### src/rtl/dmem_access_ctrl.sv
`default_nettype none
// ============================================================================
// dmem_access_ctrl : M-stage load/store sequencer with pipeline stall and
//                    lane-aligned, sign/zero-extended load return.
// Revision: 1.0
// ============================================================================
module dmem_access_ctrl #(
    parameter int XLEN = 32
) (
    input  logic            clk,
    input  logic            rst_n,
    input  logic            mem_accessM,
    input  logic [6:0]      opcodeM,
    input  logic [2:0]      funct3M,
    input  logic [XLEN-1:0] alu_outM,
    input  logic [XLEN-1:0] forward_rs2M,
    output logic            dmem_req_valid,
    input  logic            dmem_req_ready,
    output logic            dmem_req_we,
    output logic [XLEN-1:0] dmem_req_addr,
    output logic [XLEN-1:0] dmem_req_wdata,
    output logic [3:0]      dmem_req_be,
    input  logic            dmem_rsp_valid,
    input  logic [XLEN-1:0] dmem_rsp_rdata,
    output logic            stallM,
    output logic            load_validM,
    output logic [XLEN-1:0] load_dataM,
    output logic            mem_faultM
);

    localparam logic [6:0] c_OP_LOAD  = 7'b0000011;
    localparam logic [6:0] c_OP_STORE = 7'b0100011;

    typedef enum logic [1:0] {
        ST_IDLE     = 2'd0,
        ST_REQ      = 2'd1,
        ST_WAIT_RSP = 2'd2,
        ST_DONE     = 2'd3
    } state_t;

    state_t            r_state;
    logic              r_we;
    logic [2:0]        r_funct3;
    logic [1:0]        r_off;
    logic [XLEN-3:0]   r_word;
    logic [XLEN-1:0]   r_wdata;
    logic [3:0]        r_be;
    logic [XLEN-1:0]   r_load_data;

    logic              w_is_load;
    logic              w_is_store;
    logic              w_f3_ok;
    logic              w_align_ok;
    logic              w_legal;
    logic              w_start;
    logic [3:0]        w_be;
    logic [XLEN-1:0]   w_wdata;
    logic [7:0]        w_byte;
    logic [15:0]       w_half;
    logic [XLEN-1:0]   w_load_ext;

    assign w_is_load  = (opcodeM == c_OP_LOAD);
    assign w_is_store = (opcodeM == c_OP_STORE);

    always_comb begin
        w_f3_ok = 1'b0;
        if (w_is_load) begin
            case (funct3M)
                3'b000, 3'b001, 3'b010, 3'b100, 3'b101: w_f3_ok = 1'b1;
                default:                                w_f3_ok = 1'b0;
            endcase
        end else if (w_is_store) begin
            case (funct3M)
                3'b000, 3'b001, 3'b010: w_f3_ok = 1'b1;
                default:                w_f3_ok = 1'b0;
            endcase
        end
    end

    always_comb begin
        case (funct3M[1:0])
            2'b01:   w_align_ok = ~alu_outM[0];
            2'b10:   w_align_ok = (alu_outM[1:0] == 2'b00);
            default: w_align_ok = 1'b1;
        endcase
    end

    assign w_legal = w_f3_ok & w_align_ok;

    // Gated by rst_n so stall/fault read 0 while reset is held, even if the
    // pipeline keeps presenting an access.
    assign w_start    = rst_n & (r_state == ST_IDLE) & mem_accessM & w_legal;
    assign mem_faultM = rst_n & (r_state == ST_IDLE) & mem_accessM & ~w_legal;

    always_comb begin
        case (funct3M[1:0])
            2'b00: begin
                w_be    = 4'b0001 << alu_outM[1:0];
                w_wdata = {(XLEN/8){forward_rs2M[7:0]}};
            end
            2'b01: begin
                w_be    = 4'b0011 << alu_outM[1:0];
                w_wdata = {(XLEN/16){forward_rs2M[15:0]}};
            end
            default: begin
                w_be    = 4'b1111;
                w_wdata = forward_rs2M;
            end
        endcase
    end

    assign w_byte = dmem_rsp_rdata[{r_off, 3'b000} +: 8];
    assign w_half = dmem_rsp_rdata[{r_off[1], 4'b0000} +: 16];

    always_comb begin
        case (r_funct3)
            3'b000:  w_load_ext = {{(XLEN-8){w_byte[7]}}, w_byte};
            3'b001:  w_load_ext = {{(XLEN-16){w_half[15]}}, w_half};
            3'b100:  w_load_ext = {{(XLEN-8){1'b0}}, w_byte};
            3'b101:  w_load_ext = {{(XLEN-16){1'b0}}, w_half};
            default: w_load_ext = dmem_rsp_rdata;
        endcase
    end

    always_ff @(posedge clk or negedge rst_n) begin
        if (!rst_n) begin
            r_state     <= ST_IDLE;
            r_we        <= 1'b0;
            r_funct3    <= 3'b000;
            r_off       <= 2'b00;
            r_word      <= '0;
            r_wdata     <= '0;
            r_be        <= 4'b0000;
            r_load_data <= '0;
        end else begin
            case (r_state)
                ST_IDLE: begin
                    if (w_start) begin
                        r_state  <= ST_REQ;
                        r_we     <= w_is_store;
                        r_funct3 <= funct3M;
                        r_off    <= alu_outM[1:0];
                        r_word   <= alu_outM[XLEN-1:2];
                        r_wdata  <= w_wdata;
                        r_be     <= w_be;
                    end
                end
                ST_REQ: begin
                    if (dmem_req_ready) begin
                        r_state <= r_we ? ST_DONE : ST_WAIT_RSP;
                    end
                end
                ST_WAIT_RSP: begin
                    if (dmem_rsp_valid) begin
                        r_load_data <= w_load_ext;
                        r_state     <= ST_DONE;
                    end
                end
                // mem_accessM still belongs to the retiring instruction here.
                ST_DONE: r_state <= ST_IDLE;
                default: r_state <= ST_IDLE;
            endcase
        end
    end

    assign dmem_req_valid = (r_state == ST_REQ);
    assign dmem_req_we    = r_we;
    assign dmem_req_addr  = {r_word, 2'b00};
    assign dmem_req_wdata = r_wdata;
    assign dmem_req_be    = r_be;
    assign stallM         = w_start | (r_state == ST_REQ) | (r_state == ST_WAIT_RSP);
    assign load_validM    = (r_state == ST_DONE) & ~r_we;
    assign load_dataM     = r_load_data;

endmodule
`default_nettype wire

### config.mk
export PLATFORM = sky130hd
export DESIGN_NAME = dmem_access_ctrl
export DESIGN_NICKNAME = d
export VERILOG_FILES = /design/src/rtl/dmem_access_ctrl.sv
export SDC_FILE = /design/constraint.sdc
export NUM_CORES = 1
export LEC_CHECK = 0
export ABC_AREA = 1
export CELL_PAD_IN_SITES_DETAIL_PLACEMENT = 1
export CELL_PAD_IN_SITES_GLOBAL_PLACEMENT = 1
export CORE_UTILIZATION = 27
export DETAILED_ROUTE_END_ITERATION = 10
export HOLD_SLACK_MARGIN = 0.12
export PLACE_DENSITY_LB_ADDON = 0.05
export SYNTH_ARGS = -nofsm -noshare
export SYNTH_HDL_FRONTEND = slang
export SYNTH_SLANG_ARGS = --single-unit
### constraint.sdc
create_clock -name clk -period 1.73 [get_ports clk]
set_input_delay 0.4325 -clock clk [delete_from_list [all_inputs] [get_ports clk]]
set_output_delay 0.4325 -clock clk [all_outputs]
set_load 0.01 [all_outputs]
==> impl_metrics.ini, run 1 <==
[outcome]
status = finished with violations
failing_checks = setup timing

[global_routing]
grt_first_pass_wirelength_um = 32900
grt_util_overall_pct = 21.6
grt_start_max_net_pins = 57
grt_overflow = 0
first_global_vias = 6044
grt_antenna_before_repair = 0

[floorplanning]
core_region_area_mm2 = 0.0189
placement_rows = 50
ioPinCount = 216
floorplan.die_area_mm2 = 0.0200
dieWidth_um = 141
initial_core_util_pct = 27.8
die_height_um = 141

[timing]
hold_slack_ps = 375
final_max_slew_viol_count = 0
setup_viol_count_final = 71
final_period_minus_worst_setup_slack_ps = 1930
worst_slew_margin_rel_pct = 50.0
finalClockSkew_ps = 9.07
final_critical_path_setup_slack_ps = -198
worst_slew_pin_slew_ps = 750
number_of_hold_violations_in_the_final_report = 0
grt_setup_unrepaired = yes
post-route-period-util_pct = 111
achievable-frequency_ghz = 0.519

[final_layout]
antenna_cells_inserted = 0
nets = 1076
postLayoutCellArea_mm2 = 0.00979
drive_above_1_share_pct = 28.1
final_cell_mix = sky130_fd_sc_hd__clkdlybuf4s50_1, sky130_fd_sc_hd__dfrtp_1, sky130_fd_sc_hd__nand2_1
area_delta_synth_final_pct = 86.4
final_non_filler_cells = 1222
most_common_cell_after_layout_fill_and_taps_aside = sky130_fd_sc_hd__clkdlybuf4s50_1

[pwr]
worst_ir_drop_on_vdd_uv = 483
power_per_cell_area_mw_per_mm2 = 875
power.leakage_nw = 5.19

[clock_network]
clock_sink_count = 106
cts_htree_levels = 3
clockRootBuffer = sky130_fd_sc_hd__clkbuf_16
clock_tree_from_tritoncts = built
max_clock_buf_depth = 2
clk_pin_slew_ps = 80
worstSkewPairLatency_ps = 360
cts-hold-fix-buffers = 0
cts-buffers-inserted = 9

[setup_path]
criticalPathCategory = in -> out
cp_top_family = simple AND/OR/NAND/NOR gates
critical_path.max_fanout = 2
path_cells = dlygate4sd2_1, nor2_2, nand2_2, nor2_4, nand4_1, nand3_2, buf_6
critical_path.startpoint_type = input port
critical_path.reg2reg.startpoint = r_state[0]$_DFFE_PN0P_
path_buf_inv = 2
timing.reg2reg.setup_slack_ps = -50
worstRegToRegCells = 11
regToRegEndpoint = dmem_req_wdata[2]$_DFFE_PN0P_
required_ps = 1300
timing.critical_path.slowest_cell_delay_ps = 240
worst_setup_end_kind = output port
critical_path.slowest_cell = sky130_fd_sc_hd__dlygate4sd2_1
critPathArrivalTime_ps = 1500

[drt]
vias = 5706
drtPass1Iterations = 4
postRouteAntennaNets = 0
totalWireLength_um = 22700
drc = 0
wl_per_cell_um = 18.6
vias_per_cell = 4.67
detailedRoute.firstIterationViolations = 190

[yosys]
synthMuxAreaShare_pct = 0
syn_area_mm2 = 0.00525
synthCells = 670
synthesis.area_per_instance_um2 = 7.84
ys_types = 28
synthAdderAreaFrac_pct = 1.91
ys.warnings.count = 0
post_synth_xor_area_fraction_pct = 0
postSynth.asyncResetShare_pct = 100
synth_top_family_by_area = compound AO/OA/AOI/OAI gates
synth_enable_flop_cells = 0
synth_top_flop_cell = sky130_fd_sc_hd__dfrtp_1
flip_flop_and_latch_count_after_synthesis = 106
synthSimpleGateAreaFrac_pct = 18.5
seq_area_frac_synth_pct = 50.5
synth_compound_gate_area_share_pct = 19.1

[place]
global_placement_routability_congestion = 0.842
place.detailed.hpwl_um = 14000
placedCellCount = 1157
place.port_buffers = 213
place_area_mm2 = 0.00790
dp_worst_setup_slack_ps = -1010

[hold_path]
hold_path.class = in -> async

[flow_run]
maxCapViolCount = 0
==> cells by family after synthesis <==
family	Yosys count
other	1
buffers and inverters	119
adder cells (fa/ha/maj)	8
AO/OA/AOI/OAI	188
flip-flops	106
AND/OR/NAND/NOR	248
==> timing repair <==
item / 4_1_cts / 5_1_grt
hold endpoints to repair: 0 / 0
pin swaps: 13 / 9
setup buffers: 21 / 12
setup endpoints to repair: 100 / 142
gates cloned: 14 / 9
gates resized for setup: 210 / 173
==> metrics by stage <==
step | setup TNS [ps] | power (mW) | util, %
floorplan | 0 | 4.40 | -
global placement | -59560 | 6.10 | 41.8
detailed placement | -64660 | 6.18 | 41.8
CTS | -5580 | 8.46 | 47.8
global route | -7590 | 9.10 | 51.8
finish | -3740 | 8.57 | 51.8
==> Yosys cell counts (all sizes together), types with 7 or more instances <==
cell / instances / area (um^2)
a21oi: 38 / 190
buf: 24 / 166
clkbuf: 13 / 50.0
dfrtp: 106 / 2650
ha: 8 / 100
inv: 82 / 308
nand2: 175 / 664
nand3: 7 / 35.0
nor2: 62 / 248
o21ai: 129 / 657
o21bai: 16 / 120
==> power by group <==
group          internal [mW]  switching, mW  total, mW  leakage, nW
logic                   1.72           1.50       3.22         3.65
registers               2.90          0.258       3.16         1.40
clock network           1.14           1.05       2.19        0.140
==> layout make-up <==
class	instances	area, um^2
Clock buffer	10	229
Clock inverter	6	71.3
Fill cell	2185	9100
Inverter	82	313
Multi-Input combinational cell	446	2780
Sequential cell	106	2650
Tap cell	260	325
Timing Repair Buffer	312	3420
==> routing by layer <==
layer	global-route usage (%)	share of wire (%)
met5	0	0
met2	37.3	51
met1	25.7	41
met4	8.09	2.1
met3	5.67	6.2
==> tightest hold or removal path: cells and delay by family <==
kind	cells	cell delay (ps)
buffers and inverters	3	790
==> sequential cells by signal, indices dropped and copies added (netlist names) <==
signal	flops
dmem_req_wdata	32
load_dataM	32
r_word	30
dmem_req_be	4
r_funct3	3
r_off	2
r_state	2
dmem_req_we	1
==> worst max path at each step <==
stage                                       from                     end  slack, ps  cells past startpoint
after floorplan                       funct3M[1]                  stallM         10                      7
after global placement                funct3M[1]                  stallM       -950                      8
after detailed placement              funct3M[1]  r_state[1]$_DFFE_PN0P_      -1010                     11
after CTS                 r_state[1]$_DFFE_PN0P_                  stallM       -270                      7
after global routing      r_state[0]$_DFFE_PN0P_                  stallM       -270                      7
final                                 opcodeM[3]                  stallM       -200                      7
No activity file was read; power rests on OpenSTA's default activity.
==> inputs of run 2 (changes only) <==
--- a/config.mk
+++ b/config.mk
@@ -6,12 +6,15 @@
 export NUM_CORES = 1
 export LEC_CHECK = 0
 export ABC_AREA = 1
+export CAP_MARGIN = 20
 export CELL_PAD_IN_SITES_DETAIL_PLACEMENT = 1
 export CELL_PAD_IN_SITES_GLOBAL_PLACEMENT = 1
+export CORE_MARGIN = 2
 export CORE_UTILIZATION = 27
 export DETAILED_ROUTE_END_ITERATION = 10
 export HOLD_SLACK_MARGIN = 0.12
 export PLACE_DENSITY_LB_ADDON = 0.05
+export RECOVER_POWER = 50
 export SYNTH_ARGS = -nofsm -noshare
 export SYNTH_HDL_FRONTEND = slang
 export SYNTH_SLANG_ARGS = --single-unit
==> impl_metrics.ini, run 2 (synthesized netlist as in run 1, its figures left out) <==
[clock_network]
cts_htree_levels = 3
cts-hold-fix-buffers = 0
clockRootBuffer = sky130_fd_sc_hd__clkbuf_16
worstSkewPairLatency_ps = 350
cts-buffers-inserted = 9
clk_pin_slew_ps = 70
max_clock_buf_depth = 2
clock_sink_count = 106
clock_tree_from_tritoncts = built

[global_routing]
grt_util_overall_pct = 18.9
grt_start_max_net_pins = 66
grt_overflow = 0
grt_antenna_before_repair = 2
grt_first_pass_wirelength_um = 30300
first_global_vias = 5826

[timing]
final_period_minus_worst_setup_slack_ps = 1960
number_of_hold_violations_in_the_final_report = 0
setup_viol_count_final = 8
finalClockSkew_ps = 9.68
achievable-frequency_ghz = 0.510
worst_slew_pin_slew_ps = 680
post-route-period-util_pct = 113
grt_setup_unrepaired = yes
final_max_slew_viol_count = 0
final_critical_path_setup_slack_ps = -230
worst_slew_margin_rel_pct = 54.6

[place]
place.port_buffers = 213
place_area_mm2 = 0.00791
global_placement_routability_congestion = 0.859
place.detailed.hpwl_um = 14300

[drt]
vias = 5361
totalWireLength_um = 19600
detailedRoute.firstIterationViolations = 208
drc = 0
postRouteAntennaNets = 0
wl_per_cell_um = 16.2
vias_per_cell = 4.44
drtPass1Iterations = 4

[pwr]
power.leakage_nw = 4.77
sw_frac_of_total_pct = 31.6
design_power_total_mw = 8.54
share_comb_of_total_power_pct = 38.5
power.switching_mw = 2.70
power_frac_clock_pct = 24.6
worst_ir_drop_on_vdd_uv = 463
power_per_cell_area_mw_per_mm2 = 976
internal-power_mw = 5.84
share_seq_of_total_power_pct = 36.9

[final_layout]
nets = 1055
filler_cell_count = 2256
area_delta_synth_final_pct = 66.6
final_cell_mix = sky130_fd_sc_hd__nand2_1, sky130_fd_sc_hd__clkdlybuf4s50_1, sky130_fd_sc_hd__dfrtp_1
drive_above_1_share_pct = 14.6
postLayoutCellArea_mm2 = 0.00875
most_common_cell_after_layout_fill_and_taps_aside = sky130_fd_sc_hd__nand2_1

[setup_path]
worst-path-stages = 7
criticalPathCategory = reg -> out
path_cells = inv_2, ha_4, nand3_4, inv_2, nand4_1, nand3_2, buf_6
required_ps = 1300
critPathArrivalTime_ps = 1530
critical_path.startpoint_type = register
timing.critical_path.slowest_cell_delay_ps = 400
cp_top_family = flip-flops
worstRegToRegCells = 11
critical_path.max_fanout = 2
worst_path_most_repeated_cell = sky130_fd_sc_hd__inv_2
critical_path.slowest_cell = sky130_fd_sc_hd__dfrtp_1
path_buf_inv = 3
worst_setup_end_kind = output port

[floorplanning]
initial_core_util_pct = 27.3
floorplan.die_area_mm2 = 0.0206
die_height_um = 143
placement_rows = 51
dieWidth_um = 143
ioPinCount = 216
core_region_area_mm2 = 0.0193

[outcome]
failing_checks = setup timing
status = finished with violations

[flow_run]
maxCapViolCount = 0

[hold_path]
hold_path.class = in -> async
## run 2: cell types whose count changed in the layout (fill, tap and decap cells not counted), moves of 5 or more
cell	before	now
sky130_fd_sc_hd__buf_12	11	5
sky130_fd_sc_hd__buf_16	10	0
sky130_fd_sc_hd__buf_6	7	12
sky130_fd_sc_hd__buf_8	5	0
sky130_fd_sc_hd__clkbuf_16	16	11
sky130_fd_sc_hd__clkdlybuf4s50_1	118	137
sky130_fd_sc_hd__dlygate4sd2_1	47	15
sky130_fd_sc_hd__dlymetal6s2s_1	41	48
sky130_fd_sc_hd__nand2_1	97	169
sky130_fd_sc_hd__nand2_2	27	3
sky130_fd_sc_hd__nand2_4	50	3
sky130_fd_sc_hd__o21ai_0	57	84
sky130_fd_sc_hd__o21ai_1	24	42
sky130_fd_sc_hd__o21ai_2	48	3
## run 2: power groups by stage
stage | clock network, mW | logic, mW | registers (mW)
floorplan | 0 | 1.04 | 3.36
global placement | 0 | 2.93 | 3.18
detailed placement | 0 | 3.02 | 3.21
CTS | 2.17 | 3.13 | 3.16
global route | 2.27 | 3.63 | 3.21
finish | 2.10 | 3.29 | 3.15
## run 2: area by class of cell
cell class,instances,area [um^2],area share [%]
Antenna cell,3,7.51,0.0858
Clock buffer,10,229,2.62
Clock inverter,5,62.6,0.715
Inverter,82,310,3.55
Multi-Input combinational cell,446,2200,25.1
Sequential cell,106,2650,30.3
Tap cell,265,332,3.79
Timing Repair Buffer,291,2960,33.8
## run 2: path summary, 6_finish.rpt
kind | start | end | slack (ps)
max in group asynchronous | rst_n | r_word[16]$_DFFE_PN0P_ | 510
worst min register to register | r_word[18]$_DFFE_PN0P_ | r_word[18]$_DFFE_PN0P_ | 480
worst max register to register | r_state[1]$_DFFE_PN0P_ | r_state[0]$_DFFE_PN0P_ | -50
min in group clk | r_word[18]$_DFFE_PN0P_ | r_word[18]$_DFFE_PN0P_ | 480
worst min-delay path | rst_n | r_word[24]$_DFFE_PN0P_ | 280
worst max-delay path | r_state[1]$_DFFE_PN0P_ | stallM | -230
## run 2: layer usage
| metal | global-route usage, % | wire [um] | vias up |
|---|---|---|---|
| li1 | - | - | 2647 |
| met1 | 22.3 | 7840 | 2560 |
| met2 | 32.9 | 10000 | 133 |
| met3 | 5.53 | 1410 | 21 |
| met4 | 6.30 | 362 | 0 |
| met5 | 0 | 0 | - |
## run 2: timing repair
action	4_1_cts	5_1_grt
resized for setup	87	73
setup buffers	22	5
endpoints found under the setup margin	89	129
cloned	1	2
pin swaps	13	4
## run 2: through the flow
stage	hold slack, ps	setup WS [ps]	TNS, ps	utilization [%]	instances
6_report	281	-230	-709	45.4	1208
4_1_cts	310	-266	-772	43.8	1199
2_1_floorplan	137	10.7	0	-	671
3_5_place_dp	472	-1040	-67910	41.1	1163
3_3_place_gp	465	-953	-58910	41.1	1163
5_1_grt	342	-295	-3780	45.4	1207
==> RTL change 1 (flow settings as in run 1) <==
Change the parameter `XLEN` from 32 to 64.
--- a/src/rtl/dmem_access_ctrl.sv
+++ b/src/rtl/dmem_access_ctrl.sv
@@ -6,5 +6,5 @@
 // ============================================================================
 module dmem_access_ctrl #(
-    parameter int XLEN = 32
+    parameter int XLEN = 64
 ) (
     input  logic            clk,
Ports: changed (6 resized); port bits go from 216 to 408. No check against the original RTL was run, so the function may have changed too.
==> RTL change 1 against run 1 <==
The run ends with hold timing, setup timing left; routed wire length rose by 74%; worst setup slack worse by 0.15 ns; total power rose by 94%; synthesized area increased by 77%; sequential cell count grew 96; first-iteration DRC count is 44% higher; final cell count increased by 70%; combinational power up 64%; utilization shrank 5.8 points; clock power increased by 140%; critical path depth unchanged; design area grew 59%; sequential power is 89% higher; critical path type unchanged; critical endpoint is now mem_faultM.
==> RTL change 1: results (changes against run 1) <==
status:
  status: "finished with violations"  # unchanged
  failing_checks: "hold timing, setup timing"  # was setup timing
global_routing:
  number_of_global_route_vias_before_repair: 9889  # was 6044
  use_met3_pct: 7.37  # was 5.67%
  global_route.usage.met2_pct: 36.5  # was 37.3%
  largest_net_degree_at_the_start_of_global_routing: 106  # was 57
  grt_use_met1_pct: 26.3  # was 25.7%
  grt_use_total_pct: 21.8  # was 21.6%
worst_setup_path:
  r2r_start: "r_state[1]$_DFFE_PN0P_"  # was r_state[0]$_DFFE_PN0P_
  crit_family: "buffers and inverters"  # was simple AND/OR/NAND/NOR gates
  setup_slack_of_the_most_critical_reg_to_reg_path_ns: -0.07  # was -0.05 ns
  worst_r2r_endpoint: "dmem_req_wdata[14]$_DFFE_PN0P_"  # was dmem_req_wdata[2]$_DFFE_PN0P_
layout:
  clkCellAreaFrac_pct: 5.32  # was 3.07%
  n_multi_input_combinational_cell: 733  # was 446
  seq_area_share_pct: 32.5  # was 27.1%
  fillers: 4066  # was 2185
  buf_share_pct: 32.0  # was 34.9%
  clkbuf_count: 40  # was 10
  layout.non_clock_buffers: 495  # was 312
power:
  p_switching_mw: 5.21  # was 2.80 mW
  vdd.ir_drop.worst_mv: 0.664  # was 0.483 mV
clock_network:
  clock_sink_count: 202  # was 106
  cts_resized: 274  # was 210
  post-cts-setup-buffers: 4  # was 21
place:
  dpl.hpwl_um: 25700  # was 14000 um
  number_of_buffers_added_on_ports: 405  # was 213
  dp_worst_setup_slack_ns: -1.08  # was -1.01 ns
route:
  vias_per_cell: 4.58  # was 4.67
  dr.max_layer_used: "met5"  # was met4
  avgRoutedWirePerCell_um: 19.0  # was 18.6 um
  routed-via-count: 9502  # was 5706
timing:
  hold_violations: 6  # was 0
  pnr_worst_setup_slack_ns: -0.349  # was -0.198 ns
  fin_worst_hold_slack_ns: -0.00741  # was 0.375 ns
  relSlewSlack_pct: 49.5  # was 50.0%
  setup-violations-final: 72  # was 71
[RTL change 1: cell types whose count changed in the layout (fill, tap and decap cells not counted), sizes merged, moves of 41 or more]
cell,change
inv,+62
clkdlybuf4s50,+85
o21ai,+54
nand2,+124
dlygate4sd2,+140
dfrtp,+96
dlymetal6s2s,-41
[RTL change 1: metrics by stage]
stage / area [um2] / hold slack [ns] / power (mW)
after floorplan: 9330 / 0.137 / 8.36
after global placement: 14200 / 0.466 / 11.5
after detailed placement: 14200 / 0.474 / 11.6
after CTS: 15200 / 0.00291 / 16.5
after global routing: 15500 / 0.0250 / 17.6
final: 15500 / -0.00741 / 16.6
[RTL change 1: kinds of logic (layout without fill, tap and decap cells)]
group	Yosys count	after routing	synth area share, %
other	1	6	0.0402
DFF	202	202	54.2
and+or+nand+nor	411	411	16.8
AOI/OAI and AO/OA	312	312	18.2
buffers and inverters	217	688	9.63
adders and majority gates	8	8	1.07
==> RTL change 2 (settings of run 1) <==
Made on the original files. Re-encode `state_t` (4 states) as one-hot, 4 bits wide.
--- a/src/rtl/dmem_access_ctrl.sv
+++ b/src/rtl/dmem_access_ctrl.sv
@@ -32,9 +32,9 @@
     localparam logic [6:0] c_OP_STORE = 7'b0100011;
 
-    typedef enum logic [1:0] {
-        ST_IDLE     = 2'd0,
-        ST_REQ      = 2'd1,
-        ST_WAIT_RSP = 2'd2,
-        ST_DONE     = 2'd3
+    typedef enum logic [3:0] {
+        ST_IDLE     = 4'b0001,
+        ST_REQ      = 4'b0010,
+        ST_WAIT_RSP = 4'b0100,
+        ST_DONE     = 4'b1000
     } state_t;
 
Formal check against the unedited RTL: no difference found for any inputs over 4 cycles, from zero or initial values and one cycle with rst_n low; so few cycles prove little.
==> RTL change 2 against run 1 <==
The run still ends with setup timing left; routed wire length fell by 4.9%; hold slack worse by 0.089 ns; critical path depth fell by 3; design area shrank 1.5%; via count fell by 2.0%; non-clock buffer count is 14 lower; worst setup slack improved by 0.0022 ns; synthesized cell count decreased by 2.4%; sequential cell count rose by 2; synthesized area increased by 1.4%; sequential share of layout area grew 0.95 points; critical path type is now reg2out; critical endpoint is now mem_faultM.
Power is not compared: it rests on default switching activity, and its combinational part moved more than twofold at a synthesized area within 25%.
==> RTL change 2: results (changes against run 1) <==
status:
  status: "finished with violations"  # unchanged
  failing_checks: "setup timing"  # unchanged
worst_setup_path:
  crit_family: "flip-flops"  # was simple AND/OR/NAND/NOR gates
  critical_path_peak_fanout: 3  # was 2
  cp_slowest_cell: "sky130_fd_sc_hd__dfstp_2"  # was sky130_fd_sc_hd__dlygate4sd2_1
  worst_r2r_endpoint: "dmem_req_wdata[22]$_DFFE_PN0P_"  # was dmem_req_wdata[2]$_DFFE_PN0P_
  reg2regPathDepth: 10  # was 11
  cp-startpoint: "r_state[0]$_DFFE_PN1P_"  # was opcodeM[3]
  slowest_delay_ns: 0.60  # was 0.24 ns
global_routing:
  grt_antenna_before_repair: 2  # was 0
  number_of_global_route_vias_before_repair: 5763  # was 6044
  grt_use_total_pct: 19.1  # was 21.6%
  grt_pass1_wl_um: 29700  # was 32900 um
  largest_net_degree_at_the_start_of_global_routing: 59  # was 57
power:
  power_in_sequential_cells_mw: 2.66
layout:
  post_layout_nets: 1041  # was 1076
  stdcell_count: 1193  # was 1222
  post_route_cells_drive_above_1_share_pct: 26.8  # was 28.1%
timing:
  setup-violations-final: 69  # was 71
  setup_total_negative_slack_ns: -2.54  # was -3.74 ns
  worst_clock_skew_ns: 0.00723  # was 0.00907 ns
  fin_worst_hold_slack_ns: 0.286  # was 0.375 ns
  pnr_worst_setup_slack_ns: -0.196  # was -0.198 ns
  tightestPinTransition_ns: 0.788  # was 0.750 ns
route:
  first_iter_violations: 183  # was 190
  routed-via-count: 5593  # was 5706
  routed_wirelength_um: 21600  # was 22700 um
logic_synthesis:
  synth_top_cells_by_area: "sky130_fd_sc_hd__dfrtp_1 (50%), sky130_fd_sc_hd__nand2_1 (15%), sky130_fd_sc_hd__o21ai_0 (6.1%)"  # was sky130_fd_sc_hd__dfrtp_1 (51%), sky130_fd_sc_hd__nand2_1 (12%), sky130_fd_sc_hd__o21ai_0 (8.5%)
  synth_common_cells: "sky130_fd_sc_hd__nand2_1 (215), sky130_fd_sc_hd__dfrtp_1 (107), sky130_fd_sc_hd__o21ai_0 (65)"  # was sky130_fd_sc_hd__nand2_1 (172), sky130_fd_sc_hd__dfrtp_1 (106), sky130_fd_sc_hd__o21ai_0 (89)
  syn_avg_cell_area_um2: 8.14  # was 7.84 um2
  proportion_of_synthesized_chip_area_in_sequential_cells_pct: 50.8  # was 50.5%
  synth_cell_types: 31  # was 28
clock_network:
  clock_latency_ns: 0.35
place:
  place_area_um2: 8010  # was 7900 um2
  dpl.hpwl_um: 13700  # was 14000 um
  dp_worst_setup_slack_ns: -1.07  # was -1.01 ns
  numPlacedInstances: 1137  # was 1157
  gpl.final_weighted_congestion: 0.837  # was 0.842
floorplan:
  fp.dieArea_um2: 20300  # was 20000 um2
-- RTL change 2: cell count changes after synthesis, moves of 3 or more --
| cell | run 1 | this run |
|---|---|---|
| sky130_fd_sc_hd__o21ai_0 | 89 | 65 |
| sky130_fd_sc_hd__buf_2 | 10 | 6 |
| sky130_fd_sc_hd__o211ai_1 | 2 | 14 |
| sky130_fd_sc_hd__ha_1 | 8 | 3 |
| sky130_fd_sc_hd__a21oi_1 | 38 | 33 |
| sky130_fd_sc_hd__o21ai_2 | 3 | 17 |
| sky130_fd_sc_hd__o22ai_1 | 1 | 16 |
| sky130_fd_sc_hd__inv_1 | 81 | 55 |
| sky130_fd_sc_hd__nor2_2 | 3 | 6 |
| sky130_fd_sc_hd__buf_6 | 6 | 14 |
| sky130_fd_sc_hd__nor2_1 | 58 | 43 |
| sky130_fd_sc_hd__o21ai_1 | 37 | 21 |
| sky130_fd_sc_hd__nand2_1 | 172 | 215 |
| sky130_fd_sc_hd__o21bai_1 | 16 | 0 |
-- RTL change 2: metal layers --
layer	part of all wire, %	global-route usage [%]
met5	0.060	0
met4	2.4	5.15
met3	6.1	6.19
met2	50	33.3
met1	42	22.4
-- RTL change 2: worst max path at each step --
stage / cells after the start / slack (ns) / to
after floorplan: 10 / -0.04 / stallM
after global placement: 10 / -1.07 / mem_faultM
after detailed placement: 10 / -1.07 / mem_faultM
after CTS: 4 / -0.26 / mem_faultM
after global routing: 4 / -0.26 / mem_faultM
final: 4 / -0.20 / mem_faultM
-- RTL change 2: worst register-to-register path, cell delays in order, from the launching register on --
cell                        delay (ns)
sky130_fd_sc_hd__dfstp_2          0.60
sky130_fd_sc_hd__nand3_4          0.10
sky130_fd_sc_hd__nor2_4           0.13
sky130_fd_sc_hd__nand3_4          0.11
sky130_fd_sc_hd__buf_6            0.14
sky130_fd_sc_hd__buf_6            0.13
sky130_fd_sc_hd__buf_12           0.16
sky130_fd_sc_hd__clkinv_16        0.08
sky130_fd_sc_hd__buf_8            0.11
sky130_fd_sc_hd__o211ai_1         0.09
sky130_fd_sc_hd__nand2_1          0.08
-- RTL change 2: kinds of logic after synthesis --
kind of cell             synth area share, %
adder cells (fa/ha/maj)                0.705
AND/OR/NAND/NOR                         21.1
AO/OA/AOI/OAI                           18.2
flip-flops                              50.8
other                                 0.0704
buffers and inverters                   9.16
-- RTL change 2: final cells by class --
class                      instances  area (um2)
fill                            2167        9380
timing repair buffer             298        3390
tap                              260         325
multi-input combinational        453        2670
clock buffer                      11         253
antenna                            1        2.50
sequential                       108        2710
clock inverter                     5        42.5
inverter                          57         262
-- RTL change 2: timing repair --
action | in CTS | in global routing
endpoints found under the hold margin | 0 | 0
setup buffers | 3 | 14
pin swaps | 13 | 32
setup endpoints to repair | 100 | 129
gates resized for setup | 80 | 220
cloned | 2 | 22
hold buffers | 0 | 0
